### config.mk
export PLATFORM = sky130hd
export DESIGN_NAME = sd_spi_response_transmitter
export DESIGN_NICKNAME = d
export VERILOG_FILES = /design/src/rtl/sd_spi_response_transmitter.sv
export SDC_FILE = /design/constraint.sdc
export NUM_CORES = 1
export LEC_CHECK = 0
export CAP_MARGIN = 20
export CORE_MARGIN = 4
export CORE_UTILIZATION = 54
export DETAILED_ROUTE_END_ITERATION = 8
export PLACE_DENSITY = 0.82
export RECOVER_POWER = 50
export SLEW_MARGIN = 20
export SYNTH_ARGS = -nofsm -noshare
export SYNTH_HDL_FRONTEND = slang
export SYNTH_SLANG_ARGS = --single-unit
### constraint.sdc
create_clock -name clock -period 4.16 [get_ports clock]
set_input_delay 0.624 -clock clock [delete_from_list [all_inputs] [get_ports clock]]
set_output_delay 0.624 -clock clock [all_outputs]
set_load 0.01 [all_outputs]
### src/rtl/sd_spi_response_transmitter.sv
// ============================================================================
//  Module   : sd_spi_response_transmitter
//  Purpose  : SD-over-SPI slave MISO path. It decodes each command, tracks the
//             idle and APP_CMD state, and streams the Ncr fill and R1/R3/R7 bytes.
//  Revision : 1.0 - initial release
// ============================================================================
`default_nettype none

module sd_spi_response_transmitter #(
    parameter int          NCR_BYTES     = 1,
    parameter int          ACMD41_POLLS  = 2,
    parameter logic [31:0] OCR           = 32'h00FF8000,
    parameter int          MAX_BLOCK_LEN = 512
) (
    input  logic        clock,
    input  logic        reset,
    input  logic        io_CommandValid,
    input  logic [5:0]  io_Command,
    input  logic [31:0] io_CommandArgument,
    input  logic        io_ByteRequest,
    output logic [7:0]  io_OutputBuffer,
    output logic        io_Busy,
    output logic        io_InIdle,
    output logic        io_AppCmd
);

    localparam int          PW        = (ACMD41_POLLS < 1) ? 1 : $clog2(ACMD41_POLLS + 1);
    localparam logic [PW:0] POLLS_EXT = (PW + 1)'(ACMD41_POLLS);
    localparam logic [31:0] MAX_LEN   = 32'(MAX_BLOCK_LEN);
    localparam logic [3:0]  NCR_INIT  = 4'(NCR_BYTES);

    typedef enum logic [1:0] {
        S_IDLE    = 2'd0,
        S_NCR     = 2'd1,
        S_R1      = 2'd2,
        S_PAYLOAD = 2'd3
    } state_t;

    state_t        state_q;
    logic [7:0]    out_q;
    logic [7:0]    r1_q;
    logic [31:0]   payload_q;
    logic          has_payload_q;
    logic [3:0]    ncr_cnt_q;
    logic [1:0]    idx_q;
    logic          in_idle_q;
    logic          app_cmd_q;
    logic [PW-1:0] poll_q;

    logic          dec_param_err;
    logic          dec_illegal;
    logic          dec_has_payload;
    logic [31:0]   dec_payload;
    logic          dec_idle;
    logic [PW-1:0] dec_poll;
    logic [PW:0]   poll_inc;
    logic [7:0]    dec_r1;

    // Decode is purely combinational; it is committed only when a command is accepted in IDLE.
    always_comb begin
        dec_param_err   = 1'b0;
        dec_illegal     = 1'b0;
        dec_has_payload = 1'b0;
        dec_payload     = 32'h0;
        dec_idle        = in_idle_q;
        dec_poll        = poll_q;
        poll_inc        = {1'b0, poll_q} + {{PW{1'b0}}, 1'b1};
        case (io_Command)
            6'd0: begin
                dec_idle = 1'b1;
                dec_poll = '0;
            end
            6'd8: begin
                dec_has_payload = 1'b1;
                dec_payload     = {20'h0, (io_CommandArgument[11:8] == 4'h1) ? 4'h1 : 4'h0,
                                   io_CommandArgument[7:0]};
            end
            6'd16: begin
                dec_param_err = (io_CommandArgument == 32'h0) || (io_CommandArgument > MAX_LEN);
            end
            6'd55: begin
                dec_illegal = 1'b0;
            end
            6'd41: begin
                if (app_cmd_q) begin
                    if (poll_inc >= POLLS_EXT) begin
                        dec_idle = 1'b0;
                        dec_poll = POLLS_EXT[PW-1:0];
                    end else begin
                        dec_poll = poll_inc[PW-1:0];
                    end
                end else begin
                    dec_illegal = 1'b1;
                end
            end
            6'd58: begin
                dec_has_payload = 1'b1;
                dec_payload     = {~in_idle_q, 1'b0, OCR[29:0]};
            end
            default: begin
                dec_illegal = 1'b1;
            end
        endcase
        dec_r1 = {1'b0, dec_param_err, 3'b000, dec_illegal, 1'b0, dec_idle};
    end

    always_ff @(posedge clock) begin
        if (reset) begin
            state_q       <= S_IDLE;
            out_q         <= 8'hFF;
            r1_q          <= 8'h00;
            payload_q     <= 32'h0;
            has_payload_q <= 1'b0;
            ncr_cnt_q     <= 4'd0;
            idx_q         <= 2'd0;
            in_idle_q     <= 1'b1;
            app_cmd_q     <= 1'b0;
            poll_q        <= '0;
        end else begin
            case (state_q)
                S_IDLE: begin
                    out_q <= 8'hFF;
                    if (io_CommandValid) begin
                        r1_q          <= dec_r1;
                        payload_q     <= dec_payload;
                        has_payload_q <= dec_has_payload;
                        in_idle_q     <= dec_idle;
                        poll_q        <= dec_poll;
                        app_cmd_q     <= (io_Command == 6'd55);
                        ncr_cnt_q     <= NCR_INIT;
                        state_q       <= S_NCR;
                    end
                end
                S_NCR: begin
                    if (io_ByteRequest) begin
                        if (ncr_cnt_q == 4'd1) begin
                            out_q   <= r1_q;
                            state_q <= S_R1;
                        end else begin
                            ncr_cnt_q <= ncr_cnt_q - 4'd1;
                        end
                    end
                end
                S_R1: begin
                    if (io_ByteRequest) begin
                        if (has_payload_q) begin
                            out_q     <= payload_q[31:24];
                            payload_q <= {payload_q[23:0], 8'h00};
                            idx_q     <= 2'd0;
                            state_q   <= S_PAYLOAD;
                        end else begin
                            out_q   <= 8'hFF;
                            state_q <= S_IDLE;
                        end
                    end
                end
                S_PAYLOAD: begin
                    if (io_ByteRequest) begin
                        if (idx_q == 2'd3) begin
                            out_q   <= 8'hFF;
                            state_q <= S_IDLE;
                        end else begin
                            out_q     <= payload_q[31:24];
                            payload_q <= {payload_q[23:0], 8'h00};
                            idx_q     <= idx_q + 2'd1;
                        end
                    end
                end
                default: begin
                    state_q <= S_IDLE;
                    out_q   <= 8'hFF;
                end
            endcase
        end
    end

    assign io_OutputBuffer = out_q;
    assign io_Busy         = (state_q != S_IDLE);
    assign io_InIdle       = in_idle_q;
    assign io_AppCmd       = app_cmd_q;

endmodule

`default_nettype wire

==> results.yml, run 1 <==
worst_hold_path:
  hp-class: "register to register"
global_route:
  antenna_found_initial: 0
  grt_pass1_vias: 2101
  grt-ovfl-total: 0
  grt_pass1_wl_mm: 9.07
  grtUsageTotal: 0.205
  grt_max_degree: 40
routing:
  vias: 2265
  via_per_inst: 5.82
  dr.pass1.iters: 4
  drtAntennaViolNets: 0
  drc: 0
  totalWireLength_mm: 5.55
  drtIter0Drc: 167
  wire_per_inst_microns: 14.3
cells_and_area:
  final_common_cell: "dfxtp_1"
  syn_to_final_growth_pct: 23.9
  final_layout_size_suffix_gt1_frac: 0.0534
  instances_no_fill: 389
  most-common-layout-cells: "dfxtp_1, clkdlybuf4s50_1, nand2_1, nor2_1, a21oi_1"
  n_fill_cell: 355
  nNetsFinal: 381
  diodes: 0
clock_tree:
  numCtsBuffers: 5
  root_buffer: "clkbuf_8"
  cts_hold_buf: 0
  path_clk_slew_ns: 0.10
  clockBufferDepth: 2
  tritoncts: "yes"
  cts_resized: 0
  cts_sinks: 56
  htree_levels: 2
  clock_latency_ns: 0.31
  cts_setup_buffers: 0
synth:
  ys_types: 42
  synth_seq_area_share: 0.452
  synth_flop_cell: "dfxtp_1"
  synthCells: 295
  netlist_area_sq_mm: 0.00248
  syn-num-nets: 340
  async_reset_ff_frac: 0
  synth_edf_count: 0
  avgSynthCellArea_sq_um: 8.41
  synth_warnings: 0
  ys_ff_latch: 56
timing:
  fin_crit_ns: 3.07
  setup_violations: 0
  drv_slew: 0
  timing.fmax_mhz: 326
  period_share: 0.738
  setup_slack_ns: 1.09
  worst_slew_pin_slew_ns: 1.14
  hold_viol_final: 0
  tns_ns: 0
  slew_headroom: 0.242
  grt_setup_unrepaired: "no"
  finClkSkew_ns: 0.0118
placement:
  io_buffers: 52
  dp_cells: 381
  dp_hpwl_mm: 3.95
  routabilityCongestion: 0.820
  dp_slack_ns: 1.11
floorplan:
  die_x_microns: 75.8
  die_y_microns: 75.8
  core_area_sq_mm: 0.00441
  initial_core_util: 0.562
  dieArea_sq_mm: 0.00574
  row_count: 24
  pin_count: 53
worst_setup_path:
  end_kind: "register"
  cp_cell_sequence: "inv_2, a211oi_4, nor2_2, nor3_4, a22o_1"
  cp_max_fo: 34
  crit_family: "flip-flops"
  arrival_ns: 3.33
  start_kind: "register"
  required_ns: 4.42
  path_class: "register to register"
  slowest_stage: "dfxtp_1"
  worst-path-buf-inv: 1
  max_stage_delay_ns: 1.09
run_status:
  status: "completed"
flow_run:
  cap_violations: 0
power:
  vdd_drop_max_v: 0.000178
  leakage_uw: 0.00105
  power_density_mw_per_mm2: 373
==> worst register-to-register path, cell delays in order (launching register included) <==
cell	delay, ns
dfxtp_1	1.09
inv_2	0.30
a211oi_4	0.70
nor2_2	0.36
nor3_4	0.40
a22o_1	0.18
==> through the flow <==
step / power (uW) / area, sq um / utilization / hold WS, ns
after floorplan: 769 / 2480 / - / 0.429
after global placement: 866 / 2990 / 0.677 / 0.439
after detailed placement: 872 / 2990 / 0.677 / 0.442
after CTS: 1160 / 3080 / 0.697 / 0.456
after global routing: 1210 / 3070 / 0.696 / 0.474
final: 1150 / 3070 / 0.696 / 0.455
==> cell type report <==
type / count / area (sq um) / area share
clock buffer: 6 / 72.6 / 0.0236
clock inverter: 2 / 16.3 / 0.00530
inverter: 7 / 26.3 / 0.00855
multi-input combinational: 213 / 1240 / 0.404
sequential: 56 / 1120 / 0.365
tap: 52 / 65.1 / 0.0212
timing repair buffer: 53 / 528 / 0.172
==> registers in the layout (all words and copies together) (netlist names) <==
signal,cells
io_OutputBuffer,8
has_payload_q,1
idx_q,2
ncr_cnt_q,4
io_InIdle,1
payload_q,32
r1_q,3
state_q,2
io_AppCmd,1
poll_q,2
==> logic make-up (layout without fill, tap and decap cells) <==
kind of cell               Yosys count  after routing  share of synthesized area
xor gates and xnor gates             3              3                     0.0106
DFF                                 56             56                      0.452
adders and majority gates            3              3                     0.0151
and+or+nand+nor                    129            129                      0.263
AOI/OAI and AO/OA                   76             76                      0.206
buffers and inverters               26             68                     0.0449
muxes                                2              2                    0.00807
==> worst paths after layout <==
check | start | endpoint | slack [ns] | depth (start not counted)
max | state_q[1] | payload_q[5] | 1.09 | 5
min | payload_q[25] | payload_q[25] | 0.45 | 2
max reg2reg | state_q[1] | payload_q[5] | 1.09 | 5
min reg2reg | payload_q[25] | payload_q[25] | 0.45 | 2
==> metal layers <==
metal | share of wire | wire length [microns] | global-route usage | vias to the layer above
met1 | 0.44 | 2450 | 0.241 | 1045
met3 | 0.047 | 260 | 0.0488 | 9
met2 | 0.49 | 2730 | 0.352 | 53
met4 | 0.017 | 96 | 0.0932 | 0
met5 | 0 | 0 | 0 | -
li1 | - | - | - | 1158
==> cell usage after synthesis (all sizes together), types with 3 or more instances <==
cell type  instances  area [sq um]
nand4              4          25.0
ha                 3          37.5
clkbuf            12          45.0
nand2             34           128
o22ai              3          18.8
inv                7          26.3
a211oi            15           130
o211ai             8          60.1
nor4              11          75.1
a22o               8          70.1
nand2b             6          45.0
xor2               3          26.3
nand3             19          95.1
buf                7          40.0
nor3              20           111
o21ai             11          55.1
nor2              25          96.4
a21oi             23           115
dfxtp             56          1120
==> where the power goes <==
group          switching, uW  leakage (uW)  total [uW]  internal, uW
clock network            175     0.0000414         295           120
registers               29.3      0.000457         604           575
logic                    129      0.000553         247           118
total                    333       0.00105        1150           813
Power figures use the tool's default switching activity.
==> run 2: changes to the inputs <==
--- a/config.mk
+++ b/config.mk
@@ -7,9 +7,9 @@
 export LEC_CHECK = 0
 export CAP_MARGIN = 20
 export CORE_MARGIN = 4
-export CORE_UTILIZATION = 54
+export CORE_UTILIZATION = 45
 export DETAILED_ROUTE_END_ITERATION = 8
-export PLACE_DENSITY = 0.82
+export PLACE_DENSITY = 0.73
 export RECOVER_POWER = 50
 export SLEW_MARGIN = 20
 export SYNTH_ARGS = -nofsm -noshare
==> constraint.sdc (replaced) <==
create_clock -name clock -period 2.6 [get_ports clock]
set_input_delay 0.39 -clock clock [delete_from_list [all_inputs] [get_ports clock]]
set_output_delay 0.39 -clock clock [all_outputs]
set_load 0.01 [all_outputs]
==> run 2 against run 1 <==
Global-route usage down 2.5 points; die area grew 18%; combinational power is 70% higher; fmax rose by 51%; core utilization decreased by 9.6 points; routed wire length down 0.43%; via count fell by 0.40%; final cell count rose by 6.9%; non-clock buffer count up 9; design area is 2.3% higher; worst setup slack worse by 0.52 ns.
==> results.yml, run 2 (same netlist as run 1, synthesis figures left out) <==
flow_run:
  cap_violations: 0
floorplan:
  die_x_microns: 82.2
  die_y_microns: 82.2
  row_count: 26
  core_area_sq_mm: 0.00524
  dieArea_sq_mm: 0.00676
  initial_core_util: 0.473
  pin_count: 53
placement:
  routabilityCongestion: 0.827
  dp_slack_ns: 0.358
  io_buffers: 52
  dp_hpwl_mm: 4.11
clock_tree:
  cts_setup_buffers: 0
  htree_levels: 2
  clock_latency_ns: 0.31
  clockBufferDepth: 2
  cts_hold_buf: 0
  cts_resized: 0
  path_clk_slew_ns: 0.10
  numCtsBuffers: 5
  cts_sinks: 56
  tritoncts: "yes"
  root_buffer: "clkbuf_8"
cells_and_area:
  nNetsFinal: 390
  syn_to_final_growth_pct: 26.7
  largest_reg_flops: 32
  diodes: 0
  n_fill_cell: 491
  largest-register: "payload_q"
  final_common_cell: "dfxtp_1"
  final_layout_size_suffix_gt1_frac: 0.0694
  most-common-layout-cells: "dfxtp_1, clkdlybuf4s50_1, nand2_1, nor2_1, a21oi_1"
power:
  leakage_uw: 0.00109
  vdd_drop_max_v: 0.000265
  power_density_mw_per_mm2: 587
timing:
  period_share: 0.780
  worst_slew_pin_slew_ns: 0.693
  setup_slack_ns: 0.573
  timing.fmax_mhz: 493
  tns_ns: 0
  grt_setup_unrepaired: "no"
  fin_crit_ns: 2.03
  hold_viol_final: 0
  setup_violations: 0
  finClkSkew_ns: 0.00838
  drv_slew: 0
  slew_headroom: 0.537
routing:
  drc: 0
  via_per_inst: 5.42
  vias: 2256
  drtAntennaViolNets: 0
  dr.pass1.iters: 4
  drtIter0Drc: 70
  totalWireLength_mm: 5.52
  wire_per_inst_microns: 13.3
global_route:
  grtUsageTotal: 0.181
  grt-ovfl-total: 0
  antenna_found_initial: 0
  grt_pass1_wl_mm: 9.71
  grt_pass1_vias: 2167
  grt_max_degree: 32
worst_setup_path:
  arrival_ns: 2.20
  path_class: "register to register"
  start_kind: "register"
  required_ns: 2.77
  cp_max_fo: 6
  end_kind: "register"
run_status:
  status: "completed"
worst_hold_path:
  hp-class: "register to register"
run 2: cell types whose count changed in the layout (fill, tap and decap cells not counted):
cell | before | now
a211oi_2 | 0 | 1
a211oi_4 | 1 | 0
buf_4 | 1 | 8
clkbuf_1 | 1 | 3
clkdlybuf4s50_1 | 42 | 40
dlygate4sd3_1 | 10 | 12
nor3b_1 | 0 | 1
nor3b_2 | 1 | 0
run 2: metal layers:
| layer | GRT usage | part of all wire | routed length, microns |
|---|---|---|---|
| met5 | 0 | 0 | 0 |
| met4 | 0.0482 | 0.013 | 71 |
| met2 | 0.300 | 0.46 | 2550 |
| met3 | 0.0380 | 0.059 | 323 |
| met1 | 0.237 | 0.47 | 2580 |
run 2: critical path, cell delays in order, from the launching register on:
cell and delay, ns:
dfxtp_1 0.42, ha_1 0.17, nor3b_1 0.58, o21ai_0 0.33, nand3_1 0.18, xor2_1 0.17, nor3_1 0.06
run 2: worst paths after layout:
check	from	endpoint	slack, ns	cells past startpoint
hold / removal	payload_q[11]	payload_q[11]	0.45	2
setup reg to reg	ncr_cnt_q[0]	ncr_cnt_q[3]	0.57	6
hold reg to reg	payload_q[11]	payload_q[11]	0.45	2
setup / recovery	ncr_cnt_q[0]	ncr_cnt_q[3]	0.57	6
run 2: final cells by class:
cell class              count  area (sq um)  area share
repair buffers             62           588       0.187
well taps                  70          87.6      0.0279
clock inverters             2          16.3     0.00518
flip-flops and latches     56          1120       0.357
inverters                   7          26.3     0.00836
clock buffers               6          72.6      0.0231
multi-input cells         213          1230       0.391
run 2: power breakdown:
group | internal (uW) | total (uW) | switching, uW
Clock | 192 | 471 | 278
Sequential | 920 | 952 | 32.5
Combinational | 201 | 420 | 219
Total | 1310 | 1840 | 530
run 2: metrics by stage:
| step | cells | power [uW] | hold WS (ns) | util | instance area [sq um] |
|---|---|---|---|---|---|
| after CTS | 416 | 1870 | 0.457 | 0.605 | 3170 |
| after detailed placement | 408 | 1410 | 0.445 | 0.588 | 3080 |
| after global routing | 416 | 1960 | 0.483 | 0.600 | 3140 |
| after floorplan | 295 | 1230 | 0.429 | - | 2480 |
| after global placement | 408 | 1410 | 0.439 | 0.588 | 3080 |
| final | 416 | 1840 | 0.454 | 0.600 | 3140 |
